## config.mk

```make
export PLATFORM = sky130hd
export DESIGN_NAME = fifo_burst_sched
export DESIGN_NICKNAME = d
export VERILOG_FILES = /design/src/rtl/fifo_sched_pkg.sv /design/src/rtl/skid_buf2.sv /design/src/rtl/fifo_burst_sched.sv
export SDC_FILE = /design/constraint.sdc
export NUM_CORES = 1
export LEC_CHECK = 0
export BUFFER_PORTS_ARGS = -buffer_cell sky130_fd_sc_hd__buf_2
export CORE_MARGIN = 2
export CORE_UTILIZATION = 30
export CTS_CLUSTER_SIZE = 20
export DETAILED_ROUTE_END_ITERATION = 6
export MAX_ROUTING_LAYER = met4
export PLACE_DENSITY_LB_ADDON = 0.12
export SETUP_SLACK_MARGIN = 0.2
export SKIP_LAST_GASP = 1
export SYNTH_ARGS = -nofsm -noshare
export SYNTH_HDL_FRONTEND = slang
export SYNTH_SLANG_ARGS = --single-unit
```

## constraint.sdc

```tcl
create_clock -name clk -period 2.8 [get_ports clk]
set_input_delay 0 -clock clk [delete_from_list [all_inputs] [get_ports clk]]
set_output_delay 0 -clock clk [all_outputs]
set_load 0.05 [all_outputs]
```

## src/rtl/fifo_sched_pkg.sv

```systemverilog
// Shared types and constants for the feature-FIFO burst scheduler.
package fifo_sched_pkg;

    typedef enum logic [1:0] {
        IDLE  = 2'd0,
        BURST = 2'd1,
        DRAIN = 2'd2
    } state_e;

    localparam int BYTES_PER_WORD = 32;
    localparam int WORD_SHIFT     = 5;
    localparam int BURST_LEN_DEF  = 8;
    localparam int CNT_W          = 6;

    function automatic logic [CNT_W-1:0] min_words(input logic [CNT_W-1:0] a,
                                                   input logic [CNT_W-1:0] b);
        return (a < b) ? a : b;
    endfunction

endpackage

```

## src/rtl/skid_buf2.sv

```systemverilog
// Two-entry output buffer that absorbs the one-cycle FIFO read latency;
// the credit output tells the issuer whether another read can be launched.
module skid_buf2 #(
    parameter int DW = 256
) (
    input  logic          clk,
    input  logic          rst_n,
    input  logic          issue_i,
    input  logic          tag_i,
    input  logic [DW-1:0] data_i,
    output logic          credit_o,
    output logic          idle_o,
    output logic          out_valid_o,
    output logic          out_last_o,
    output logic [DW-1:0] out_data_o,
    input  logic          out_ready_i
);

    logic          inflight_q;
    logic          inflight_tag_q;
    logic [1:0]    cnt_q;
    logic [DW:0]   e0_q;
    logic [DW:0]   e1_q;
    logic          push_s;
    logic          pop_s;
    logic [DW:0]   new_s;

    // Credit counts this cycle's pop so a steady stream keeps one word per cycle.
    always_comb begin
        push_s      = inflight_q;
        pop_s       = (cnt_q != 2'd0) & out_ready_i;
        new_s       = {inflight_tag_q, data_i};
        credit_o    = ({1'b0, cnt_q} + {2'b00, inflight_q}) < (3'd2 + {2'b00, pop_s});
        idle_o      = (cnt_q == 2'd0) & ~inflight_q;
        out_valid_o = (cnt_q != 2'd0);
        out_last_o  = e0_q[DW];
        out_data_o  = e0_q[DW-1:0];
    end

    // Entry storage: e0 is the head presented downstream.
    always_ff @(posedge clk or negedge rst_n) begin
        if (!rst_n) begin
            inflight_q     <= 1'b0;
            inflight_tag_q <= 1'b0;
            cnt_q          <= 2'd0;
            e0_q           <= {(DW+1){1'b0}};
            e1_q           <= {(DW+1){1'b0}};
        end else begin
            inflight_q     <= issue_i;
            inflight_tag_q <= tag_i;
            case ({push_s, pop_s})
                2'b10: begin
                    if (cnt_q == 2'd0) begin
                        e0_q <= new_s;
                    end else begin
                        e1_q <= new_s;
                    end
                    cnt_q <= cnt_q + 2'd1;
                end
                2'b01: begin
                    e0_q  <= e1_q;
                    cnt_q <= cnt_q - 2'd1;
                end
                2'b11: begin
                    if (cnt_q == 2'd1) begin
                        e0_q <= new_s;
                    end else begin
                        e0_q <= e1_q;
                        e1_q <= new_s;
                    end
                end
                default: begin
                    cnt_q <= cnt_q;
                end
            endcase
        end
    end

endmodule

```

## src/rtl/fifo_burst_sched.sv

```systemverilog
// Owns every enable of the 8-in/256-out feature FIFO: gates writes against
// full and drains fixed-length read bursts, flushing the tail at frame end.
module fifo_burst_sched
    import fifo_sched_pkg::*;
#(
    parameter int BURST_LEN      = 8,
    parameter int LEVEL_W        = 11,
    parameter int BYTES_PER_WORD = fifo_sched_pkg::BYTES_PER_WORD
) (
    input  logic               clk,
    input  logic               rst_n,
    input  logic               s_valid,
    input  logic [7:0]         s_data,
    input  logic               s_last,
    output logic               s_ready,
    output logic               fifo_wr_en,
    output logic [7:0]         fifo_wr_data,
    input  logic               fifo_full,
    input  logic [LEVEL_W-1:0] fifo_wr_water_level,
    output logic               fifo_rd_en,
    input  logic [255:0]       fifo_rd_data,
    input  logic               fifo_empty,
    output logic               m_valid,
    output logic [255:0]       m_data,
    output logic               m_last,
    input  logic               m_ready,
    output logic               frame_done,
    output logic               busy
);

    localparam int                 SHIFT        = $clog2(BYTES_PER_WORD);
    localparam logic [LEVEL_W-1:0] BURST_LEN_LV = LEVEL_W'(BURST_LEN);
    localparam logic [CNT_W-1:0]   BURST_LEN_C  = CNT_W'(BURST_LEN);

    state_e             state_q;
    logic [CNT_W-1:0]   target_q;
    logic [CNT_W-1:0]   issued_q;
    logic               flush_pending_q;
    logic               frame_done_q;
    logic               run_q;

    logic [LEVEL_W-1:0] avail_s;
    logic               accept_last_s;
    logic               start_norm_s;
    logic               start_flush_s;
    logic               done_fire_s;
    logic               rd_en_s;
    logic               last_tag_s;
    logic               credit_s;
    logic               buf_idle_s;

    // Write gating, burst start decisions and read issue.
    always_comb begin
        s_ready       = run_q & ~fifo_full;
        fifo_wr_en    = s_valid & run_q & ~fifo_full;
        fifo_wr_data  = s_data;
        accept_last_s = s_valid & run_q & ~fifo_full & s_last;
        avail_s       = fifo_wr_water_level >> SHIFT;
        start_norm_s  = (state_q == IDLE) & (avail_s >= BURST_LEN_LV);
        start_flush_s = (state_q == IDLE) & ~start_norm_s & flush_pending_q
                        & (avail_s != {LEVEL_W{1'b0}});
        done_fire_s   = (state_q == IDLE) & ~start_norm_s & ~start_flush_s
                        & flush_pending_q & fifo_empty & buf_idle_s;
        rd_en_s       = (state_q == BURST) & ~fifo_empty & (issued_q < target_q) & credit_s;
        last_tag_s    = ((issued_q + 6'd1) == target_q);
        fifo_rd_en    = rd_en_s;
        frame_done    = frame_done_q;
        busy          = (state_q != IDLE) | flush_pending_q;
    end

    skid_buf2 #(.DW(256)) u_skid (
        .clk         (clk),
        .rst_n       (rst_n),
        .issue_i     (rd_en_s),
        .tag_i       (last_tag_s),
        .data_i      (fifo_rd_data),
        .credit_o    (credit_s),
        .idle_o      (buf_idle_s),
        .out_valid_o (m_valid),
        .out_last_o  (m_last),
        .out_data_o  (m_data),
        .out_ready_i (m_ready)
    );

    // Burst FSM; a flush that arrives as a normal burst starts waits for the next IDLE.
    always_ff @(posedge clk or negedge rst_n) begin
        if (!rst_n) begin
            state_q         <= IDLE;
            target_q        <= {CNT_W{1'b0}};
            issued_q        <= {CNT_W{1'b0}};
            flush_pending_q <= 1'b0;
            frame_done_q    <= 1'b0;
            run_q           <= 1'b0;
        end else begin
            run_q        <= 1'b1;
            frame_done_q <= done_fire_s;
            if (accept_last_s) begin
                flush_pending_q <= 1'b1;
            end else if (done_fire_s) begin
                flush_pending_q <= 1'b0;
            end
            case (state_q)
                IDLE: begin
                    if (start_norm_s) begin
                        state_q  <= BURST;
                        target_q <= BURST_LEN_C;
                        issued_q <= {CNT_W{1'b0}};
                    end else if (start_flush_s) begin
                        state_q  <= BURST;
                        target_q <= min_words(BURST_LEN_C, avail_s[CNT_W-1:0]);
                        issued_q <= {CNT_W{1'b0}};
                    end
                end
                BURST: begin
                    if (rd_en_s) begin
                        issued_q <= issued_q + 6'd1;
                    end
                    if (issued_q == target_q) begin
                        state_q <= DRAIN;
                    end
                end
                DRAIN: begin
                    if (m_valid & m_ready & m_last) begin
                        state_q <= IDLE;
                    end
                end
                default: begin
                    state_q <= IDLE;
                end
            endcase
        end
    end

endmodule

```

==> impl_metrics.yaml, run 1 <==
die:
  initial_utilization_pct: 30.3
  dieHeight_um: 275
  die_w_um: 275
  core_area_um2: 72800
  die-area_um2: 75700
  rows: 99
  ioPinCount: 553
sta:
  clock_skew_ns: 0.0145
  rsz0062_at_grt: "true"
  hold_viol_final: 0
  worstMarginPinSlew_ns: 0.585
  timing.final.crit_share_pct: 89.3
  setup_viol: 0
  drv_slew: 0
  period_minus_slack_ns: 2.50
  relSlewSlack_pct: 60.9
  fmaxAchievable_ghz: 0.400
  tns_ns: 0
run:
  max_cap_viol_count: 0
worst_setup_path:
  cp_slowest_cell: "or4b_4"
  crit_required_ns: 2.80
  criticalPathCategory: "flop to primary output"
  crit_path_cell_trace: "ha_1 -> ha_1 -> or4b_4 -> a211oi_4 -> and3_4 -> buf_8"
  crit_path_end_kind: "primary output"
  slowest_delay_ns: 0.49
  startpoint_type: "flop"
  cp.arrival_ns: 2.50
  path_max_fanout: 4
  r2r_cells: 11
  crit_top_cell: "ha_1"
place:
  place_congestion: 0.802
  port_buffers: 531
  place_area_um2: 26100
  hpwl_um: 45300
clock_network:
  cts_tree: "built"
  clk_pin_slew_ns: 0.06
  cts-htree-levels: 2
  clk_latency_ns: 0.61
  root_buffer: "clkbuf_16"
  cts_buffers: 61
  clock_path_buffers: 3
  cts_num_sinks: 535
yosys:
  yosys_register_bits: 535
  mappedNetlistArea_um2: 22000
  synth.distinct_cells: 47
  avgSynthCellArea_um2: 12.0
  seq_area_frac_synth_pct: 60.7
  synthesis.nets: 2130
  synth_enable_flop_cells: 0
  syn_inst: 1834
  synthArstFlopShare_pct: 100
  ys.flop_type: "dfrtp_1"
  ys.warnings.count: 0
global_routing:
  antenna_found_initial: 2
  grt_max_degree: 106
  grt_overflow: 0
  grt_pass1_vias: 17932
  grt_pass1_wl_um: 103000
  track_usage_pct: 17.8
power:
  p_leak_nw: 14.3
  vdd_ir_drop_max_mv: 0.664
  p_comb_share_pct: 46.5
  swShare_pct: 43.4
  clockPowerShare_pct: 20.6
  switching_power_mw: 17.9
  seqPwrFrac_pct: 32.9
  p_int_mw: 23.3
  power.density_nw_per_um2: 1320
routing:
  num_vias: 17327
  drt_iter0_drc: 870
  postRouteAntennaNets: 0
  wl_per_cell_um: 18.5
  dr.pass1.iters: 5
  drcViolationCount: 0
  via_per_inst: 4.76
  routed_wl_um: 67400
min_path:
  min_path_type: "input pin to primary output"
  hold_depth: 0
final_layout:
  drive_gt1_share_pct: 37.0
  final_cell_area_um2: 31200
  nets: 2926
  area_growth_pct: 41.7
outcome:
  status: "finished, final reports clean"
## timing repair
action                                 4_1_cts  5_1_grt
gates cloned                                 1        1
gates resized for setup                      8        2
hold buffers                               272        0
pin swaps                                    1        4
endpoints found under the hold margin      941        0
setup buffers                                6        7
setup endpoints to repair                  185       96
## cell families (layout without fill, tap and decap cells)
| logic type | Yosys count | in the layout | synth area share [%] |
|---|---|---|---|
| AND/OR/NAND/NOR | 302 | 302 | 5.47 |
| AO/OA/AOI/OAI | 550 | 550 | 15.9 |
| flip-flops | 535 | 535 | 60.7 |
| buffers and inverters | 165 | 1007 | 3.54 |
| XOR/XNOR | 8 | 8 | 0.318 |
| adder cells (fa/ha/maj) | 14 | 14 | 0.795 |
| multiplexers | 259 | 259 | 13.2 |
| other | 1 | 3 | 0.0170 |
## cells in the final DEF, fill, tap and decap left out, drive strengths merged, types with 2 or more instances in the layout
master | Yosys | routed
nor2 | 6 | 6
a41oi | 3 | 3
a21oi | 5 | 5
a22oi | 258 | 258
or3 | 2 | 2
clkinv | 0 | 9
o21a | 2 | 2
bufinv | 0 | 7
xor2 | 3 | 3
a22o | 3 | 3
nand2 | 270 | 270
clkbuf | 86 | 90
dfrtp | 535 | 535
nor3 | 3 | 3
o21ai | 264 | 264
nor3b | 2 | 2
a21o | 3 | 3
a31oi | 3 | 3
diode | 0 | 2
buf | 64 | 610
clkinvlp | 0 | 2
xnor2 | 5 | 5
nand4 | 2 | 2
dlygate4sd3 | 0 | 271
and2 | 3 | 3
mux2 | 258 | 258
nor2b | 4 | 4
and3 | 3 | 3
nand3 | 2 | 2
ha | 14 | 14
inv | 15 | 17
## sequential cells by signal, summed over array words and instances, names as in the netlist
name                   count
u_skid.e1_q              257
u_skid.inflight_q          1
issued_q                   6
u_skid.inflight_tag_q      1
flush_pending_q            1
run_q                      1
state_q                    2
u_skid.cnt_q               2
target_q                   6
frame_done                 1
u_skid.e0_q              257
## layer usage
layer	part of all wire [%]	up-vias	GRT usage [%]
li1	-	8192	-
met3	4.7	127	3.39
met5	0	-	-
met1	42	8611	21.6
met4	3.6	0	6.39
met2	50	397	29.6
## per-stage QoR
stage	instances	hold WS [ns]	worst slack, ns	power [mW]	utilization (%)
3_3_place_gp	3239	0.000341	0.144	32.0	35.8
6_report	3637	0.0000220	0.299	41.2	42.9
3_5_place_dp	3239	0.000341	0.137	32.4	35.8
5_1_grt	3637	0.000139	0.199	43.7	42.9
2_1_floorplan	1834	-0.296	0.156	26.9	-
4_1_cts	3627	0.000341	0.215	41.6	42.7
## worst paths after layout
kind | to | slack, ns | start
max | fifo_rd_en | 0.30 | u_skid.cnt_q[0]
min | fifo_wr_data[2] | 0.00002 | s_data[2]
max reg2reg | u_skid.e1_q[250] | 0.36 | u_skid.cnt_q[1]
min reg2reg | u_skid.e0_q[12] | 0.47 | u_skid.e0_q[12]
max in group asynchronous | u_skid.e1_q[68] | 1.99 | rst_n
min in group asynchronous | u_skid.e0_q[82] | 0.17 | rst_n
## final cells by class
cell class                 count  area [um2]
antenna                        2        5.00
clock buffer                  89        1870
clock inverter                20         295
fill                        6974       41600
inverter                      15        60.1
multi-input combinational   1134        7930
sequential                   535       13400
tap                          959        1200
timing repair buffer         883        6480
## critical path: cells and delay by family, from the launching register on
kind                       cells  cell delay, ns
and+or+nand+nor                2            0.73
DFF                            1            0.43
adders and majority gates      2            0.39
AOI/OAI and AO/OA              1            0.18
buffers and inverters          1            0.15
## cells in the mapped netlist, drive strengths merged (4+ instances only)
master  instances  area share (%)
nand2         270             4.6
a22oi         258             8.8
o21ai         264             6.0
inv            15            0.26
clkbuf         86             1.5
dfrtp         535              61
xnor2           5            0.20
nor2b           4            0.11
ha             14            0.79
mux2          258              13
buf            64             1.8
a21oi           5            0.16
nor2            6            0.10
## power by group through the flow
stage | Sequential (mW) | Combinational [mW] | Clock, mW
6_report | 13.5 | 19.1 | 8.48
5_1_grt | 14.0 | 20.6 | 9.09
4_1_cts | 13.6 | 19.3 | 8.77
3_5_place_dp | 13.7 | 18.8 | 0
3_3_place_gp | 13.5 | 18.5 | 0
2_1_floorplan | 19.4 | 7.59 | 0
Note: power is estimated with default switching activity, not from simulation.
==> inputs of run 2 (changes only) <==
--- a/config.mk
+++ b/config.mk
@@ -10,6 +10,7 @@
 export CORE_UTILIZATION = 30
 export CTS_CLUSTER_SIZE = 20
 export DETAILED_ROUTE_END_ITERATION = 6
+export GPL_TIMING_DRIVEN = 0
 export MAX_ROUTING_LAYER = met4
 export PLACE_DENSITY_LB_ADDON = 0.12
 export SETUP_SLACK_MARGIN = 0.2
==> run 2 against run 1 <==
  * The flow now finishes with violations (negative hold slack)
  * Wire length is 7.2% higher
  * Design area up 0.10%
  * Register-to-register slack worse by 0.04 ns
  * Utilization is essentially flat
  * Worst setup slack lost 0.017 ns
  * Flip-flop and latch count unchanged
  * Global-route usage increased by 1.5 points
==> impl_metrics.yaml, run 2 (same netlist as run 1, synthesis figures left out) <==
outcome:
  status: "finished with violations"
  violations: "negative hold slack"
final_layout:
  n_fill_cell: 7096
  finalNonFillerCells: 3736
  final_common_cell: "buf_2"
  final_cell_area_um2: 31300
  area_growth_pct: 41.8
  nets: 3021
  top_regs: "u_skid.e0_q x257, u_skid.e1_q x257"
  multiInputGateArea_um2: 7920
  layout_common_cells: "buf_2, dfrtp_1, dlygate4sd3_1"
  seq_area_um2: 13400
  drive_gt1_share_pct: 37.5
sta:
  timing.final.crit_share_pct: 89.9
  rsz0062_at_grt: "true"
  setup_viol: 0
  clock_skew_ns: 0.0176
  worstMarginPinSlew_ns: 0.852
  drv_slew: 0
  period_minus_slack_ns: 2.52
  hold_ws_ns: -0.00466
  hold_viol_final: 1
  relSlewSlack_pct: 43.2
  tns_ns: 0
  fmaxAchievable_ghz: 0.397
clock_network:
  clk_pin_slew_ns: 0.06
  cts_buffers: 59
  cts-htree-levels: 2
  clock_path_buffers: 3
  cts_num_sinks: 535
  cts_tree: "built"
  clk_latency_ns: 0.61
  root_buffer: "clkbuf_16"
run:
  max_cap_viol_count: 0
routing:
  drt_iter0_drc: 835
  num_vias: 17938
  via_per_inst: 4.80
  wl_per_cell_um: 19.3
  drcViolationCount: 0
  routed_wl_um: 72300
  dr.pass1.iters: 4
  postRouteAntennaNets: 0
worst_setup_path:
  crit_required_ns: 2.80
  criticalPathCategory: "flop to primary output"
  crit_path_end_kind: "primary output"
  startpoint_type: "flop"
  path_max_fanout: 4
  cp.arrival_ns: 2.52
  worstSetupStartpoint: "u_skid.cnt_q[0]"
  r2r_cells: 12
  regToRegStartpoint: "u_skid.cnt_q[1]"
global_routing:
  antenna_found_initial: 14
  grt_overflow: 0
  grt_max_degree: 117
  grt_pass1_vias: 18893
  grt_pass1_wl_um: 111000
  track_usage_pct: 19.3
die:
  ioPinCount: 553
  core_area_um2: 72800
  die_w_um: 275
  rows: 99
  initial_utilization_pct: 30.3
  dieHeight_um: 275
  die-area_um2: 75700
place:
  place_area_um2: 26100
  port_buffers: 539
  placedCellCount: 3336
  place_congestion: 0.812
  hpwl_um: 51900
power:
  vdd_ir_drop_max_mv: 0.684
  p_leak_nw: 14.4
  power_mw: 40.6
  power.density_nw_per_um2: 1300
min_path:
  min_path_type: "input pin to asynchronous set/reset pin"
run 2: cell types whose count changed in the layout (fill, tap and decap cells not counted), sizes merged:
| cell | before | now |
|---|---|---|
| buf | 610 | 638 |
| bufbuf | 1 | 0 |
| bufinv | 7 | 1 |
| clkbuf | 90 | 159 |
| clkinv | 9 | 6 |
| diode | 2 | 14 |
| dlygate4sd3 | 271 | 273 |
| inv | 17 | 15 |
run 2: path summary, 6_finish.rpt:
check | to | slack [ns]
worst max-delay path | fifo_rd_en | 0.28
worst min-delay path | u_skid.e0_q[30] | -0.005
worst max register to register | u_skid.e1_q[79] | 0.32
worst min register to register | u_skid.e0_q[183] | 0.47
max in group asynchronous | u_skid.e0_q[133] | 0.73
min in group clk | target_q[4] | 0.15
run 2: per-stage QoR:
step	utilization [%]	worst slack (ns)
6_report	42.9	0.282
5_1_grt	42.9	0.183
4_1_cts	42.6	0.194
3_5_place_dp	35.8	-0.945
3_3_place_gp	35.7	-9.58
2_1_floorplan	-	0.156
run 2: layer usage:
metal	GRT usage, %	up-vias	share of wire (%)
met4	6.47	0	3.4
met1	23.1	8985	41
met3	4.42	143	5.4
met2	32.1	413	50
li1	-	8397	-
met5	-	-	0
run 2: timing repair:
| action | CTS | global route |
|---|---|---|
| gates cloned | 2 | 0 |
| hold buffers | 273 | 0 |
| buffers inserted | 2 | 10 |
| gates resized for setup | 128 | 73 |
| pin swaps | 1 | 2 |
| hold endpoints to repair | 625 | 0 |
| endpoints found under the setup margin | 515 | 498 |
run 2: cell type report:
type                    count  area share [%]
diodes                     14           0.112
clock buffers              90            5.55
repair buffers            830            18.2
inverters                  15           0.192
flip-flops and latches    535            42.8
plain buffers             150            3.67
multi-input cells        1134            25.3
clock inverters             9           0.244
well taps                 959            3.84
run 2: critical path: stages (launching register included):
cell and delay (ns):
dfrtp_2 0.44, ha_1 0.21, ha_1 0.18, or4b_4 0.49
a211oi_4 0.20, and3_4 0.25, buf_8 0.15
run 2: report_power, final:
part | internal (mW) | switching [mW] | leakage, nW
logic | 6.61 | 13.1 | 7.01
registers | 11.6 | 1.96 | 6.47
clock network | 4.30 | 3.12 | 0.888
